[config.mk]
export PLATFORM = sky130hd
export DESIGN_NAME = hazard_stall_unit
export DESIGN_NICKNAME = d
export VERILOG_FILES = /design/src/rtl/hazard_stall_unit_pkg.sv /design/src/rtl/hazard_stall_unit_detect.sv /design/src/rtl/hazard_stall_unit.sv
export SDC_FILE = /design/constraint.sdc
export NUM_CORES = 1
export LEC_CHECK = 0
export ABC_AREA = 1
export ABC_CLOCK_PERIOD_IN_PS = 4160
export CORE_AREA = 2 2 60 62
export CTS_CLUSTER_SIZE = 28
export DETAILED_ROUTE_END_ITERATION = 10
export DIE_AREA = 0 0 62 64
export GPL_ROUTABILITY_DRIVEN = 0
export PLACE_DENSITY_LB_ADDON = 0.08
export SLEW_MARGIN = 10
export SYNTH_ARGS = -nofsm -noshare
export SYNTH_HDL_FRONTEND = slang
export SYNTH_SLANG_ARGS = --single-unit
[constraint.sdc]
create_clock -name clock -period 4.16 [get_ports clock]
set_clock_uncertainty 0.1 [all_clocks]
set_input_delay 0.624 -clock clock [delete_from_list [all_inputs] [get_ports clock]]
set_output_delay 0.624 -clock clock [all_outputs]
set_load 0.02 [all_outputs]
[src/rtl/hazard_stall_unit_pkg.sv]
// Shared constants and state encoding for the hazard stall unit.
// Register 0 is hardwired to zero and never creates a dependency.
package hazard_stall_unit_pkg;

  localparam int REG_ADDR_W = 5;
  localparam logic [REG_ADDR_W-1:0] ZERO_REG = '0;

  typedef enum logic {
    ST_RUN   = 1'b0,
    ST_STALL = 1'b1
  } state_e;

endpackage

[src/rtl/hazard_stall_unit_detect.sv]
// Combinational hazard classifier: reports how many stall cycles the ID
// instruction needs (0, 1 or 2) given the EX and MEM stage occupants.
module hazard_detect
  import hazard_stall_unit_pkg::*;
#(
  parameter int REG_ADDR_W_P = REG_ADDR_W
) (
  input  logic [REG_ADDR_W_P-1:0] id_rs_i,
  input  logic [REG_ADDR_W_P-1:0] id_rt_i,
  input  logic                    id_uses_rs_i,
  input  logic                    id_uses_rt_i,
  input  logic                    id_is_branch_i,
  input  logic                    ex_mem_read_i,
  input  logic                    ex_reg_write_i,
  input  logic [REG_ADDR_W_P-1:0] ex_rd_i,
  input  logic                    mem_mem_read_i,
  input  logic [REG_ADDR_W_P-1:0] mem_rd_i,
  output logic [1:0]              need_o
);

  logic matchEx;
  logic matchMem;

  assign matchEx  = (ex_rd_i != REG_ADDR_W_P'(ZERO_REG)) &&
                    ((id_uses_rs_i && (ex_rd_i == id_rs_i)) ||
                     (id_uses_rt_i && (ex_rd_i == id_rt_i)));
  assign matchMem = (mem_rd_i != REG_ADDR_W_P'(ZERO_REG)) &&
                    ((id_uses_rs_i && (mem_rd_i == id_rs_i)) ||
                     (id_uses_rt_i && (mem_rd_i == id_rt_i)));

  // Branches compare in ID, so they cannot use EX forwarding; a load feeding
  // a branch has to wait for the data to come all the way out of MEM.
  always_comb begin
    need_o = 2'd0;
    if (id_is_branch_i && ex_mem_read_i && matchEx) begin
      need_o = 2'd2;
    end else if (id_is_branch_i && ex_reg_write_i && matchEx) begin
      need_o = 2'd1;
    end else if (id_is_branch_i && mem_mem_read_i && matchMem) begin
      need_o = 2'd1;
    end else if (ex_mem_read_i && matchEx) begin
      need_o = 2'd1;
    end
  end

endmodule

[src/rtl/hazard_stall_unit.sv]
// Front-end stall controller: turns detected hazards into PC / IF/ID / ID/EX
// controls and holds multi-cycle stalls in a small RUN/STALL FSM.
module hazard_stall_unit
  import hazard_stall_unit_pkg::*;
#(
  parameter int REG_ADDR_W_P = REG_ADDR_W,
  parameter int CNT_W        = 16
) (
  input  logic                    clock,
  input  logic                    reset,
  input  logic                    enable,
  input  logic [REG_ADDR_W_P-1:0] id_rs,
  input  logic [REG_ADDR_W_P-1:0] id_rt,
  input  logic                    id_uses_rs,
  input  logic                    id_uses_rt,
  input  logic                    id_is_branch,
  input  logic                    ex_mem_read,
  input  logic                    ex_reg_write,
  input  logic [REG_ADDR_W_P-1:0] ex_rd,
  input  logic                    mem_mem_read,
  input  logic [REG_ADDR_W_P-1:0] mem_rd,
  input  logic                    ex_busy,
  output logic                    PC_write,
  output logic                    IFID_write,
  output logic                    IDEX_write,
  output logic                    IDEX_bubble,
  output logic [CNT_W-1:0]        stall_count
);

  state_e            state_q, state_d;
  logic [1:0]        rem_q, rem_d;
  logic [CNT_W-1:0]  cnt_q, cnt_d;
  logic [1:0]        need;
  logic              stall;

  hazard_detect #(.REG_ADDR_W_P(REG_ADDR_W_P)) u_detect (
    .id_rs_i        (id_rs),
    .id_rt_i        (id_rt),
    .id_uses_rs_i   (id_uses_rs),
    .id_uses_rt_i   (id_uses_rt),
    .id_is_branch_i (id_is_branch),
    .ex_mem_read_i  (ex_mem_read),
    .ex_reg_write_i (ex_reg_write),
    .ex_rd_i        (ex_rd),
    .mem_mem_read_i (mem_mem_read),
    .mem_rd_i       (mem_rd),
    .need_o         (need)
  );

  // Priority chain: reset, pipeline freeze, EX busy, then the hazard FSM.
  // Outputs are Mealy so a hazard seen in RUN stalls in the same cycle.
  always_comb begin
    state_d     = state_q;
    rem_d       = rem_q;
    cnt_d       = cnt_q;
    stall       = 1'b0;
    PC_write    = 1'b0;
    IFID_write  = 1'b0;
    IDEX_write  = 1'b0;
    IDEX_bubble = 1'b0;
    if (reset) begin
      IDEX_bubble = 1'b1;
    end else if (enable && !ex_busy) begin
      if (state_q == ST_STALL) begin
        stall = 1'b1;
        rem_d = rem_q - 2'd1;
        if (rem_q == 2'd1) begin
          state_d = ST_RUN;
        end
      end else if (need != 2'd0) begin
        stall = 1'b1;
        if (need == 2'd2) begin
          state_d = ST_STALL;
          rem_d   = 2'd1;
        end
      end
      PC_write    = !stall;
      IFID_write  = !stall;
      IDEX_write  = 1'b1;
      IDEX_bubble = stall;
      if (stall && (cnt_q != {CNT_W{1'b1}})) begin
        cnt_d = cnt_q + CNT_W'(1);
      end
    end
  end

  // Falling edge, matching the PC register this unit gates.
  always_ff @(negedge clock) begin
    if (reset) begin
      state_q <= ST_RUN;
      rem_q   <= 2'd0;
      cnt_q   <= '0;
    end else begin
      state_q <= state_d;
      rem_q   <= rem_d;
      cnt_q   <= cnt_d;
    end
  end

  assign stall_count = cnt_q;

endmodule

### Yosys cells after proc, flatten, opt, wreduce, memory -nomap -nowiden

Index checks and enable logic that the tools add are counted.

| operators by class | value |
|---|---|
| add/subtract/negate cells | 2 |
| muxes and demuxes | 21 |
| reduce and logical (&&, ||, !) cells | 26 |
| eq/ne operators | 7 |

Operator list:

| kind | number |
|---|---|
| $eq 5x5->1 | 4 |
| $add 16x1->16 const B | 1 |
| $ne 16x16->1 const B | 1 |
| $logic_and 1x1->1 | 15 |
| $mux 1 | 15 |
| $mux 2 | 6 |
| $reduce_bool 5->1 | 2 |
| $reduce_bool 2->1 | 3 |
| $reduce_and 3->1 | 1 |
| $eq 2x1->1 const B | 1 |
| $eq 2x2->1 const B | 1 |
| $logic_not 1->1 | 2 |
| $logic_or 1x1->1 | 2 |
| $reduce_and 2->1 | 1 |
| $sub 2x1->2 const B | 1 |

| word-level totals | value |
|---|---|
| output and inout bits | 20 |
| bits of input ports | 30 |
| register bits | 19 |

### Longest topological paths before layout

| depth | value |
|---|---|
| depth after elaboration | 17 |
| gate-level depth with buffers | 12 |

### Hierarchy

A second synthesis with hierarchy kept.

| second synthesis, totals | value |
|---|---|
| cell total of the unflattened synthesis | 289 |
| area, all modules | 1652.8 µm² |

By module, submodules not included:

| module | cells each | times used | seq. area each (µm²) | area each (µm²) |
|---|---|---|---|---|
| hazard_stall_unit | 184 | 1 | 380.4 | 1219.9 |
| hazard_detect | 105 | 1 | 0.0 | 432.9 |

==> metrics.md <==
| Metric | Value |
|---|---|
| Nets | `roughly 390` |
| Setup WS post-layout | `between 0.002 and 0.0025 ns` |
| CTS Buf Count | `3` |
| Die X | `62 um` |
| M1 GR Usage | `between 30% and 40%` |
| Gr busiest metal | `met2` |
| Detailed-route via count | `between 2,000 and 2,500` |
| Crit path max fanout | `3` |
| Final ANT Viol Nets | `0` |
| Ys Warns | `0` |
| Starting Density | `approximately 50%` |
| Slew margin rel. | `76.10%` |
| Maximum number of pins on one net before global-route repair | `23` |
| Clk_lat worst skew | `~0.40 ns` |
| CTS tree | `built` |
| Required arrival time at the worst endpoint | `3.44 ns` |
| Hold-fix buffers, CTS | `0` |
| Htree depth | `1` |
| Crit path largest cell delay | `between 0.3 and 0.4 ns` |
| Clock root buffer | `clkbuf_4` |
| PwrDens | `about 210 nW/um2` |
| Synthesized area | `approximately 1600 um2` |
| Fin area | `~2500 um2` |
| Outcome | `finished clean` |
| # IOs | `50` |
| DP Area | `approximately 2300 um2` |
| Prevailing post-synth register cell | `dfxtp_1` |
| Most used cell, CP | `buf_6` |
| Max-cap violations | `0` |
| Slowest-stage cell, CP | `dfxtp_2` |
| Core Region | `about 3300 um2` |
| Fraction of layout cells with a size suffix above 1 | `a little under a fifth` |
| Largest buffer count on any clock path | `2` |
| Fill count | `256` |
| Leak pwr | `between 1 and 1.5 nW` |
| Sink Count | `19` |
| Site row count | `21` |
| Wire length per cell | `12.55 um` |
| Chip height | `64 um` |
| 1st-pass router iterations | `4` |
| Final setup vio count | `0` |
| Worst Tran Pin Value | `0.3573 ns` |
| HPWL after DPL | `between 3000 and 4000 um` |
| Share of the synthesized area in the top cell type | `between 20% and 30%` |
| Final hold slack | `0.3543 ns` |
| Most frequent cell after synthesis | `nand2_1` |
| Worst VDD drop | `0.0002003 V` |
| Critical path startpoint category | `flop` |
| Setup Slack @ Placement | `-0.3554 ns` |
| Die ar. | `about 4000 um2` |
| Drt drc | `0` |
| Placed Cells | `370` |
| Worst-path cell chain | `inv_2 -> nand3_4 -> buf_6 -> nor3_4 -> buf_6` |
| Starting DRT DRC Count | `84` |
| CP arrival | `about 3.4 ns` |
| Finished Layout Cells | `slightly below 400` |
| Avg Cell Area, Syn | `approximately 6.0 um2` |
| Gr ovfl total | `0` |
| CP bufs+invs | `3` |
| I/O Buffers | `between 40 and 50` |
| Largest cells by area after synthesis | `dfxtp_1, nand2_1, inv_1` |
| RSZ-0062 raised after global routing | `yes` |
| CP endpoint kind | `output pin` |
| Synth-to-layout area growth | `57.89%` |
| Final hold vios | `0` |
| Initial antenna violation count | `0` |
| Syn_nets | `roughly 300` |
| WL final | `4996 um` |
| Async S/R FF share, synth | `0%` |
| Seq cells post-synth | `19` |
| Post-synthesis sequential area ratio | `23.75%` |
| Global Route Usage Sum | `between 20% and 30%` |
| Largest delay share family, worst path | `buffers and inverters` |
| Inserted Diodes | `0` |
| Yosys cell types | `28` |
| Tightest Hold Check Type | `reg2reg` |
| Setup TNS | `0 ns` |
| Top post-synthesis cells by count | `nand2_1, inv_1, nor2_1, dfxtp_1, nand3_1` |
| Fin. max-slew vios | `0` |
| First-pass GRT wire length | `approximately 7800 um` |
| Routing usage on met3 | `~6.7%` |
| Met2 Usage GRT | `42.45%` |
| Routed vias/inst | `roughly 5` |
| Clock Pin Slew Worst Setup and Hold Paths | `approximately 0.06 ns` |
| Vias in the first global route | `around 1,900` |
| Post-synth EDFFs | `0` |
| Mapped Cells | `approximately 270` |
| Yosys top cell by area | `dfxtp_1` |
| Crit Path Class | `reg2out` |
## placed cells by master (no fill, tap or decap), types with 4 or more instances in the layout
cell type / instances
a21oi_1: 7
dlymetal6s2s_1: 21
buf_4: 18
nand3_1: 16
xnor2_1: 7
nor3_1: 4
nand2_1: 85
xor2_1: 7
a21oi_2: 11
nor2_1: 27
o21ai_0: 4
inv_1: 46
inv_2: 8
nand4_1: 16
dlygate4sd2_1: 11
buf_6: 4
clkdlybuf4s50_1: 14
dfxtp_1: 18
## final cells by class
type | count | area, um2 | area share, %
multi-input combinational | 204 | 1115 | 44.09
timing repair buffer | 71 | 719.4 | 28.45
sequential | 19 | 381.6 | 15.09
inverter | 35 | 131.4 | 5.195
clock inverter | 20 | 101.3 | 4.008
tap | 46 | 57.56 | 2.276
clock buffer | 3 | 22.52 | 0.8906
## repair_timing
item	in CTS	in global routing
setup buffers	2	2
setup endpoints to repair	14	23
pin swaps	2	12
resized for setup	26	42
cloned	0	2
## tightest hold or removal path: stages, from the launching register on
cell	delay (ns)
dfxtp_1	0.30
nand2_1	0.06
a21oi_1	0.05
## power breakdown
group	internal, mW	switching [mW]	total, mW
Clock	0.121	0.124	0.245
Sequential	0.183	0.000265	0.183
Combinational	0.0484	0.0517	0.100
Total	0.352	0.176	0.528
## layer usage
layer,vias to the layer above,share of wire [%]
li1,1032,-
met1,907,42
met2,75,51
met3,6,6.2
met4,0,1.2
met5,-,0
## registers in the layout, indices dropped and copies added, names as in the netlist
name,flops
stall_count,16
rem_q,2
state_q,1
## path summary, 6_finish.rpt
kind	end	slack [ns]	cells after the start	startpoint
max	IFID_write	0.002	5	state_q$_SDFFE_NP0P_
min reg2reg	rem_q[1]$_SDFFE_NP0P_	0.35	2	rem_q[1]$_SDFFE_NP0P_
min	rem_q[1]$_SDFFE_NP0P_	0.35	2	rem_q[1]$_SDFFE_NP0P_
max reg2reg	stall_count[13]$_SDFFE_NP0P_	2.09	9	stall_count[0]$_SDFFE_NP0P_
## per-stage QoR
| step | util [%] | total power, mW |
|---|---|---|
| 2_1_floorplan | - | 0.2575 |
| 3_3_place_gp | 68.80 | 0.3089 |
| 3_5_place_dp | 68.80 | 0.3098 |
| 4_1_cts | 72.30 | 0.5277 |
| 5_1_grt | 76.99 | 0.5643 |
| 6_report | 76.99 | 0.5279 |
## logic make-up (layout without fill, tap and decap cells)
group	after synthesis	count (layout)	share of synthesized area, %
flip-flops	19	19	23.75
adder cells (fa/ha/maj)	2	2	1.562
XOR/XNOR	14	14	7.656
AND/OR/NAND/NOR	161	163	45.86
AO/OA/AOI/OAI	25	25	10.08
buffers and inverters	44	129	11.09
Power figures use the tool's default switching activity.
